$ cat src/rtl/rope_ctrl.sv
// Rope/hook controller: swings a pendulum rope, drops it on command, grabs a
// stone on contact and retracts it at a weight-dependent speed.
module rope_ctrl #(
    parameter int ORIGIN_X    = 160,
    parameter int ORIGIN_Y    = 45,
    parameter int FRAME_TICKS = 833334,
    parameter int DEG_MIN     = 15,
    parameter int DEG_MAX     = 165,
    parameter int DEG_START   = 90,
    parameter int LEN_MIN     = 10,
    parameter int LEN_MAX     = 200,
    parameter int FRAC        = 8,
    parameter int ROT_STEP    = 1,
    parameter int DOWN_STEP   = 768,
    parameter int UP_STEP     = 768
) (
    input  logic       clock,
    input  logic       resetn,
    input  logic       enable,
    input  logic       hold,
    input  logic       go,
    input  logic       bomb,
    input  logic       hit,
    input  logic [3:0] hit_index,
    input  logic [2:0] hit_weight,
    input  logic [8:0] cos_mag,
    input  logic       cos_neg,
    input  logic [8:0] sin_mag,
    output logic [7:0] degree,
    output logic [9:0] rope_len,
    output logic [9:0] end_x,
    output logic [9:0] end_y,
    output logic [2:0] fsm_state,
    output logic       grabbed,
    output logic [3:0] grab_index,
    output logic       collect,
    output logic [3:0] collect_index,
    output logic       bomb_used
);

    localparam int LW  = FRAC + 10;
    localparam int LW1 = LW + 1;
    localparam int CW  = (FRAME_TICKS > 1) ? $clog2(FRAME_TICKS) : 1;

    localparam logic [CW-1:0] CNT_LAST  = CW'(FRAME_TICKS - 1);
    localparam logic [LW-1:0] LEN_LO    = LW'(LEN_MIN) << FRAC;
    localparam logic [LW-1:0] LEN_HI    = LW'(LEN_MAX) << FRAC;
    localparam logic [10:0]   LEN_MAX_W = 11'(LEN_MAX);
    localparam logic [9:0]    LEN_MIN_W = 10'(LEN_MIN);

    localparam logic [2:0] S_IDLE    = 3'd0;
    localparam logic [2:0] S_SWING   = 3'd1;
    localparam logic [2:0] S_DROP    = 3'd2;
    localparam logic [2:0] S_RETRACT = 3'd3;
    localparam logic [2:0] S_COLLECT = 3'd4;

    logic [2:0]    r_state;
    logic [CW-1:0] r_count;
    logic [7:0]    r_degree;
    logic          r_dir_up;
    logic [LW-1:0] r_length;
    logic          r_go_pending;
    logic          r_grabbed;
    logic [3:0]    r_grab_index;
    logic [2:0]    r_grab_weight;
    logic          r_collect;
    logic [3:0]    r_collect_index;
    logic          r_bomb_used;
    logic [9:0]    r_end_x;
    logic [9:0]    r_end_y;

    logic                w_tick;
    logic [9:0]          w_rope_len;
    logic signed [9:0]   w_deg_try;
    logic [LW:0]         w_len_add;
    logic [LW:0]         w_len_sub;
    logic [LW-1:0]       w_up_shift;
    logic [LW-1:0]       w_dec;
    logic                w_bomb_ok;
    logic                w_keep;
    logic [9:0]          w_dx;
    logic [9:0]          w_dy;

    assign w_tick     = (r_count == CNT_LAST) && !hold;
    assign w_rope_len = r_length[FRAC+9:FRAC];

    // Signed headroom so a step past either bound is visible before clamping.
    assign w_deg_try = r_dir_up ? $signed({2'b00, r_degree}) + $signed(10'(ROT_STEP))
                                : $signed({2'b00, r_degree}) - $signed(10'(ROT_STEP));

    assign w_len_add = {1'b0, r_length} + LW1'(DOWN_STEP);

    // A bomb in the same cycle as the retract step takes effect first.
    assign w_bomb_ok  = (r_state == S_RETRACT) && r_grabbed && bomb;
    assign w_keep     = r_grabbed && !bomb;
    assign w_up_shift = LW'(UP_STEP) >> r_grab_weight;
    assign w_dec      = w_keep ? ((w_up_shift == '0) ? LW'(1) : w_up_shift) : LW'(UP_STEP);
    assign w_len_sub  = {1'b0, r_length} - {1'b0, w_dec};

    assign w_dx = 10'((19'(w_rope_len) * 19'(cos_mag)) >> 8);
    assign w_dy = 10'((19'(w_rope_len) * 19'(sin_mag)) >> 8);

    // NOTE: all state below uses non-blocking assignments so every register
    // samples the pre-edge values, independent of statement order.
    always_ff @(posedge clock or negedge resetn) begin
        if (!resetn) begin
            r_state         <= S_IDLE;
            r_count         <= '0;
            r_degree        <= 8'(DEG_START);
            r_dir_up        <= 1'b0;
            r_length        <= LEN_LO;
            r_go_pending    <= 1'b0;
            r_grabbed       <= 1'b0;
            r_grab_index    <= '0;
            r_grab_weight   <= '0;
            r_collect       <= 1'b0;
            r_collect_index <= '0;
            r_bomb_used     <= 1'b0;
        end else begin
            r_collect   <= 1'b0;
            r_bomb_used <= 1'b0;
            if (w_tick)
                r_count <= '0;
            else if (r_count != CNT_LAST)
                r_count <= r_count + CW'(1);

            if (!enable) begin
                r_state      <= S_IDLE;
                r_degree     <= 8'(DEG_START);
                r_dir_up     <= 1'b0;
                r_length     <= LEN_LO;
                r_go_pending <= 1'b0;
                r_grabbed    <= 1'b0;
            end else begin
                case (r_state)
                    S_IDLE: r_state <= S_SWING;

                    S_SWING: begin
                        if (w_tick && r_go_pending) begin
                            r_state      <= S_DROP;
                            r_go_pending <= 1'b0;
                        end else begin
                            if (w_tick) begin
                                if (w_deg_try < $signed(10'(DEG_MIN))) begin
                                    r_degree <= 8'(DEG_MIN);
                                    r_dir_up <= 1'b1;
                                end else if (w_deg_try > $signed(10'(DEG_MAX))) begin
                                    r_degree <= 8'(DEG_MAX);
                                    r_dir_up <= 1'b0;
                                end else begin
                                    r_degree <= w_deg_try[7:0];
                                end
                            end
                            if (go)
                                r_go_pending <= 1'b1;
                        end
                    end

                    S_DROP: begin
                        if (w_tick) begin
                            if (hit) begin
                                r_grab_index  <= hit_index;
                                r_grab_weight <= hit_weight;
                                r_grabbed     <= 1'b1;
                                r_state       <= S_RETRACT;
                            end else if (w_len_add[LW:FRAC] >= LEN_MAX_W) begin
                                r_length  <= LEN_HI;
                                r_grabbed <= 1'b0;
                                r_state   <= S_RETRACT;
                            end else begin
                                r_length <= w_len_add[LW-1:0];
                            end
                        end
                    end

                    S_RETRACT: begin
                        if (w_bomb_ok) begin
                            r_grabbed   <= 1'b0;
                            r_bomb_used <= 1'b1;
                        end
                        if (w_tick) begin
                            if (w_len_sub[LW] || (w_len_sub[LW-1:FRAC] <= LEN_MIN_W)) begin
                                r_length <= LEN_LO;
                                if (w_keep) begin
                                    r_state         <= S_COLLECT;
                                    r_collect       <= 1'b1;
                                    r_collect_index <= r_grab_index;
                                end else begin
                                    r_state <= S_SWING;
                                end
                            end else begin
                                r_length <= w_len_sub[LW-1:0];
                            end
                        end
                    end

                    S_COLLECT: begin
                        r_grabbed <= 1'b0;
                        r_state   <= S_SWING;
                    end

                    default: r_state <= S_IDLE;
                endcase
            end
        end
    end

    always_ff @(posedge clock or negedge resetn) begin
        if (!resetn) begin
            r_end_x <= 10'(ORIGIN_X);
            r_end_y <= 10'(ORIGIN_Y);
        end else begin
            r_end_x <= cos_neg ? (10'(ORIGIN_X) - w_dx) : (10'(ORIGIN_X) + w_dx);
            r_end_y <= 10'(ORIGIN_Y) + w_dy;
        end
    end

    assign degree        = r_degree;
    assign rope_len      = w_rope_len;
    assign end_x         = r_end_x;
    assign end_y         = r_end_y;
    assign fsm_state     = r_state;
    assign grabbed       = r_grabbed;
    assign grab_index    = r_grab_index;
    assign collect       = r_collect;
    assign collect_index = r_collect_index;
    assign bomb_used     = r_bomb_used;

endmodule

$ cat config.mk
export PLATFORM = sky130hd
export DESIGN_NAME = rope_ctrl
export DESIGN_NICKNAME = d
export VERILOG_FILES = /design/src/rtl/rope_ctrl.sv
export SDC_FILE = /design/constraint.sdc
export NUM_CORES = 1
export LEC_CHECK = 0
export CAP_MARGIN = 40
export CORE_AREA = 2 2 217 219
export DETAILED_ROUTE_END_ITERATION = 10
export DIE_AREA = 0 0 219 221
export DONT_BUFFER_PORTS = 1
export PLACE_DENSITY_LB_ADDON = 0.08
export SLEW_MARGIN = 10
export SYNTH_ARGS = -nofsm -noshare
export SYNTH_HDL_FRONTEND = slang
export SYNTH_SLANG_ARGS = --single-unit
$ cat constraint.sdc
create_clock -name clock -period 6.9 [get_ports clock]
set_input_delay 2.07 -clock clock [delete_from_list [all_inputs] [get_ports clock]]
set_output_delay 2.07 -clock clock [all_outputs]
set_load 0.005 [all_outputs]
==> run summary <==
End of the worst register-to-register path - end_y[9]
Clock period minus worst slack - 6.32 ns
Portion of synthesized cell area occupied by the leading cell type - 20.3%
Max-cap violations - 0
Net count after synthesis - 1,509
Worst setup path startpoint - sin_mag[8]
Part of the power in combinational logic - 76.2%
Least-Margin Pin Slew - 0.834 ns
H-tree lvl count - 3
LEAKAGE - 5.58 nW
Critical Path AT - 6.58 ns
Count of vias placed by the detailed router - 8,322
Number of placement rows - 79
Critical-path maximum fanout - 10
Power density relative to cell area - 459 mW/mm2
Initial standard-cell utilization of the core - 23.7%
Number of synthesized flops with an enable pin - 0
Setup-violating endpoint count in the final report - 0
Largest net degree at the start of global routing - 86
Vias in the first global route - 8,881
Class of the tightest hold or removal check - reg2reg
Worst IR drop on VDD - 0.000272 V
Buffers added on ports - 0
Post-synthesis cell count - 1,274
Detailed Place HPWL - 23,000 um
Internal power - 2.70 mW
Remaining global-route overflow - 0
Most area-consuming cells after synthesis - sky130_fd_sc_hd__fa_1 (20%), sky130_fd_sc_hd__dfrtp_1 (17%), sky130_fd_sc_hd__ha_1 (10%), sky130_fd_sc_hd__inv_1 (6.4%), sky130_fd_sc_hd__nand2_1 (5.9%)
Initial antenna violation count - 0
Fill cells - 5,061
Number of clock sinks seen by CTS - 85
Sequential share of power - 14.5%
Reg2Reg Launch Point - r_length[13]
Detailed-route vias per instance - 4.50
Combined global-route utilization of all metal layers - 12.8%
Async set-reset flop share out of synthesis - 100%
Commonest cells after routing, fill and taps aside - sky130_fd_sc_hd__inv_1 (187), sky130_fd_sc_hd__nand2_1 (172), sky130_fd_sc_hd__fa_1 (111)
Number of non-filler instances in the completed layout - 1,850
# IOs - 85
Hold Buf Count CTS - 0
Die footprint - 0.0484 mm2
DRC violations left - 0
Net count, final - 1,473
Antenna Nets Post-Route - 0
Final period util - 91.6%
Most frequent standard cell in the layout excluding fill and tap cells - sky130_fd_sc_hd__inv_1
Critical setup path kind - in2reg
Area of the core - 0.0461 mm2
Biggest area consumer among synthesized cells - sky130_fd_sc_hd__fa_1
Average wire per cell in the routed design - 15.9 um
Count of distinct cell types in the synthesized netlist - 90
Proportion of total power due to net switching - 50.5%
Flop2flop setup slack - 1.15 ns
Family with the most delay on the worst path - adder cells
Die width - 219 um
Normalized max-slew margin - 44.4%
Buffer count from post-CTS setup fixing - 0
Clock Latency Late Sink - 0.38 ns
Switching power - 2.75 mW
Cells after DPL - 1,834
Number of buffer and inverter instances along the worst setup path - 3
RSZ-0062 raised after global routing - false
Worst-path clk slew - 0.07 ns
Layout cells sized above 1 - 8.45%
Most Frequent Cell on Critical Path - sky130_fd_sc_hd__fa_1
Height of the die - 221 um
TritonCTS clock tree - done
Result of the run - finished, final reports clean
Post-Route Setup TNS - 0 ns
Count of instances resized after the clock tree is built - 0
Worst-case reg-to-reg path depth - 18
CTS buffer count - 9
Largest stage delay on the critical path - 0.56 ns
Post-Synthesis Mean Instance Area - 8.58 um2
CTS max path bufs - 2
Growth of design area from synthesis to finish - 8.42%
Drt initial violations - 355
Hold Violations, Final - 0
Maximum clock rate - 0.158 GHz
GPL Wtd Cong - 0.735
End point of the critical path - end_y[9]
Critical path, cell by cell - and2_1, fa_1, fa_1, fa_1, inv_1, fa_1, inv_1, ha_1, buf_4, and3_1, a21oi_1, o2111ai_1, xor2_1, nor2_1, o41ai_1, nor4_2, xnor2_1
Worst setup skew after layout - 0.00955 ns
Combined area of all synthesized cells - 0.0109 mm2
Crit path capture type - flip-flop
Max-slew violation count - 0
Startpoint class of the critical path - input port
Crit. path cell count - 17
Clock root buffer master - sky130_fd_sc_hd__clkbuf_16
Routed WL - 29,300 um
Slowest cell on the critical path - sky130_fd_sc_hd__fa_1
Most used flip-flop cell after synthesis - sky130_fd_sc_hd__dfrtp_1
Number of synthesized register bits - 85
Data required time at the worst endpoint - 7.16 ns
Wire length of the first global-routing pass - 48,500 um
Register area share after synthesis - 19.6%
# diodes - 0
Drt pass-1 iters - 5
Fraction of power consumed by the clock network - 9.3%
Yosys warnings - 0
-- power by group through the flow --
stage                     logic [mW]  clock network [mW]  registers, mW
final                           4.15               0.506          0.787
after global routing            4.87               0.562          0.808
after CTS                       4.30               0.543          0.797
after detailed placement        4.28                   0          0.805
after global placement          4.28                   0          0.825
after floorplan                 3.28                   0          0.689
-- how the worst min path moves through the flow --
| stage | from | end | cells after the start |
|---|---|---|---|
| final | r_length[0] | r_length[0] | 2 |
| after global routing | r_count[19] | r_count[19] | 1 |
| after CTS | r_length[0] | r_length[0] | 2 |
| after detailed placement | r_length[0] | r_length[0] | 2 |
| after global placement | r_length[0] | r_length[0] | 2 |
| after floorplan | r_count[19] | r_count[19] | 1 |
-- layer usage --
metal  track usage, %  share of wire (%)  wire length [um]
met1             16.0                 46             13400
met2             22.2                 49             14400
met4             3.40                1.2               350
met5                0                  0                 0
met3             2.78                4.0              1170
-- worst reg2reg max path: cells and delay by family, from the launching register on --
family,cells,cell delay [ns]
DFF,1,0.89
AOI/OAI and AO/OA,3,0.80
buffers and inverters,4,0.61
and+or+nand+nor,4,0.58
xor gates and xnor gates,2,0.44
adders and majority gates,5,2.32
-- cell families after synthesis --
family / share of synthesized area (%)
AOI/OAI and AO/OA: 12.0
xor gates and xnor gates: 5.58
adders and majority gates: 30.7
buffers and inverters: 9.72
DFF: 19.6
muxes: 1.59
other: 0.0343
and+or+nand+nor: 20.7
-- registers in the layout (all words and copies together), names as in the netlist --
signal	cells
bomb_used	1
end_x	10
degree	8
end_y	10
r_dir_up	1
grab_index	4
fsm_state	3
collect_index	4
r_go_pending	1
r_grab_weight	3
r_count	20
r_length	18
grabbed	1
collect	1
-- cell type report --
type	count	area [um2]	area share, %
timing repair buffer	28	225	1.90
inverter	188	706	5.95
sequential	85	2140	18.1
multi-input combinational	926	7730	65.2
clock buffer	9	225	1.90
tap	607	759	6.41
clock inverter	7	67.6	0.570
-- cells in the mapped netlist (11+ instances only) --
cell,n
sky130_fd_sc_hd__inv_1,187
sky130_fd_sc_hd__nand2_1,172
sky130_fd_sc_hd__fa_1,111
sky130_fd_sc_hd__ha_1,91
sky130_fd_sc_hd__and2_1,85
sky130_fd_sc_hd__dfrtp_1,73
sky130_fd_sc_hd__nor2_1,59
sky130_fd_sc_hd__clkbuf_1,46
sky130_fd_sc_hd__xnor2_1,42
sky130_fd_sc_hd__a21oi_1,40
sky130_fd_sc_hd__o21ai_0,40
sky130_fd_sc_hd__nand3_1,38
sky130_fd_sc_hd__xor2_1,24
sky130_fd_sc_hd__nand4_1,20
sky130_fd_sc_hd__nor3_1,16
sky130_fd_sc_hd__buf_2,12
sky130_fd_sc_hd__dfstp_2,12
sky130_fd_sc_hd__and3_1,11
sky130_fd_sc_hd__buf_4,11
sky130_fd_sc_hd__mux2_2,11
-- through the flow --
| step | setup WS [ns] | power [mW] | util [%] | hold WS (ns) | area [um2] |
|---|---|---|---|---|---|
| final | 0.581 | 5.44 | 25.7 | 0.483 | 11900 |
| after detailed placement | 0.116 | 5.08 | 25.1 | 0.475 | 11600 |
| after global placement | 0.170 | 5.10 | 25.0 | 0.468 | 11500 |
| after floorplan | 0.0416 | 3.97 | - | 0.445 | 10900 |
| after CTS | 0.561 | 5.64 | 25.7 | 0.488 | 11900 |
| after global routing | 0.271 | 6.24 | 25.7 | 0.496 | 11900 |
Note: power is estimated with default switching activity, not from simulation.
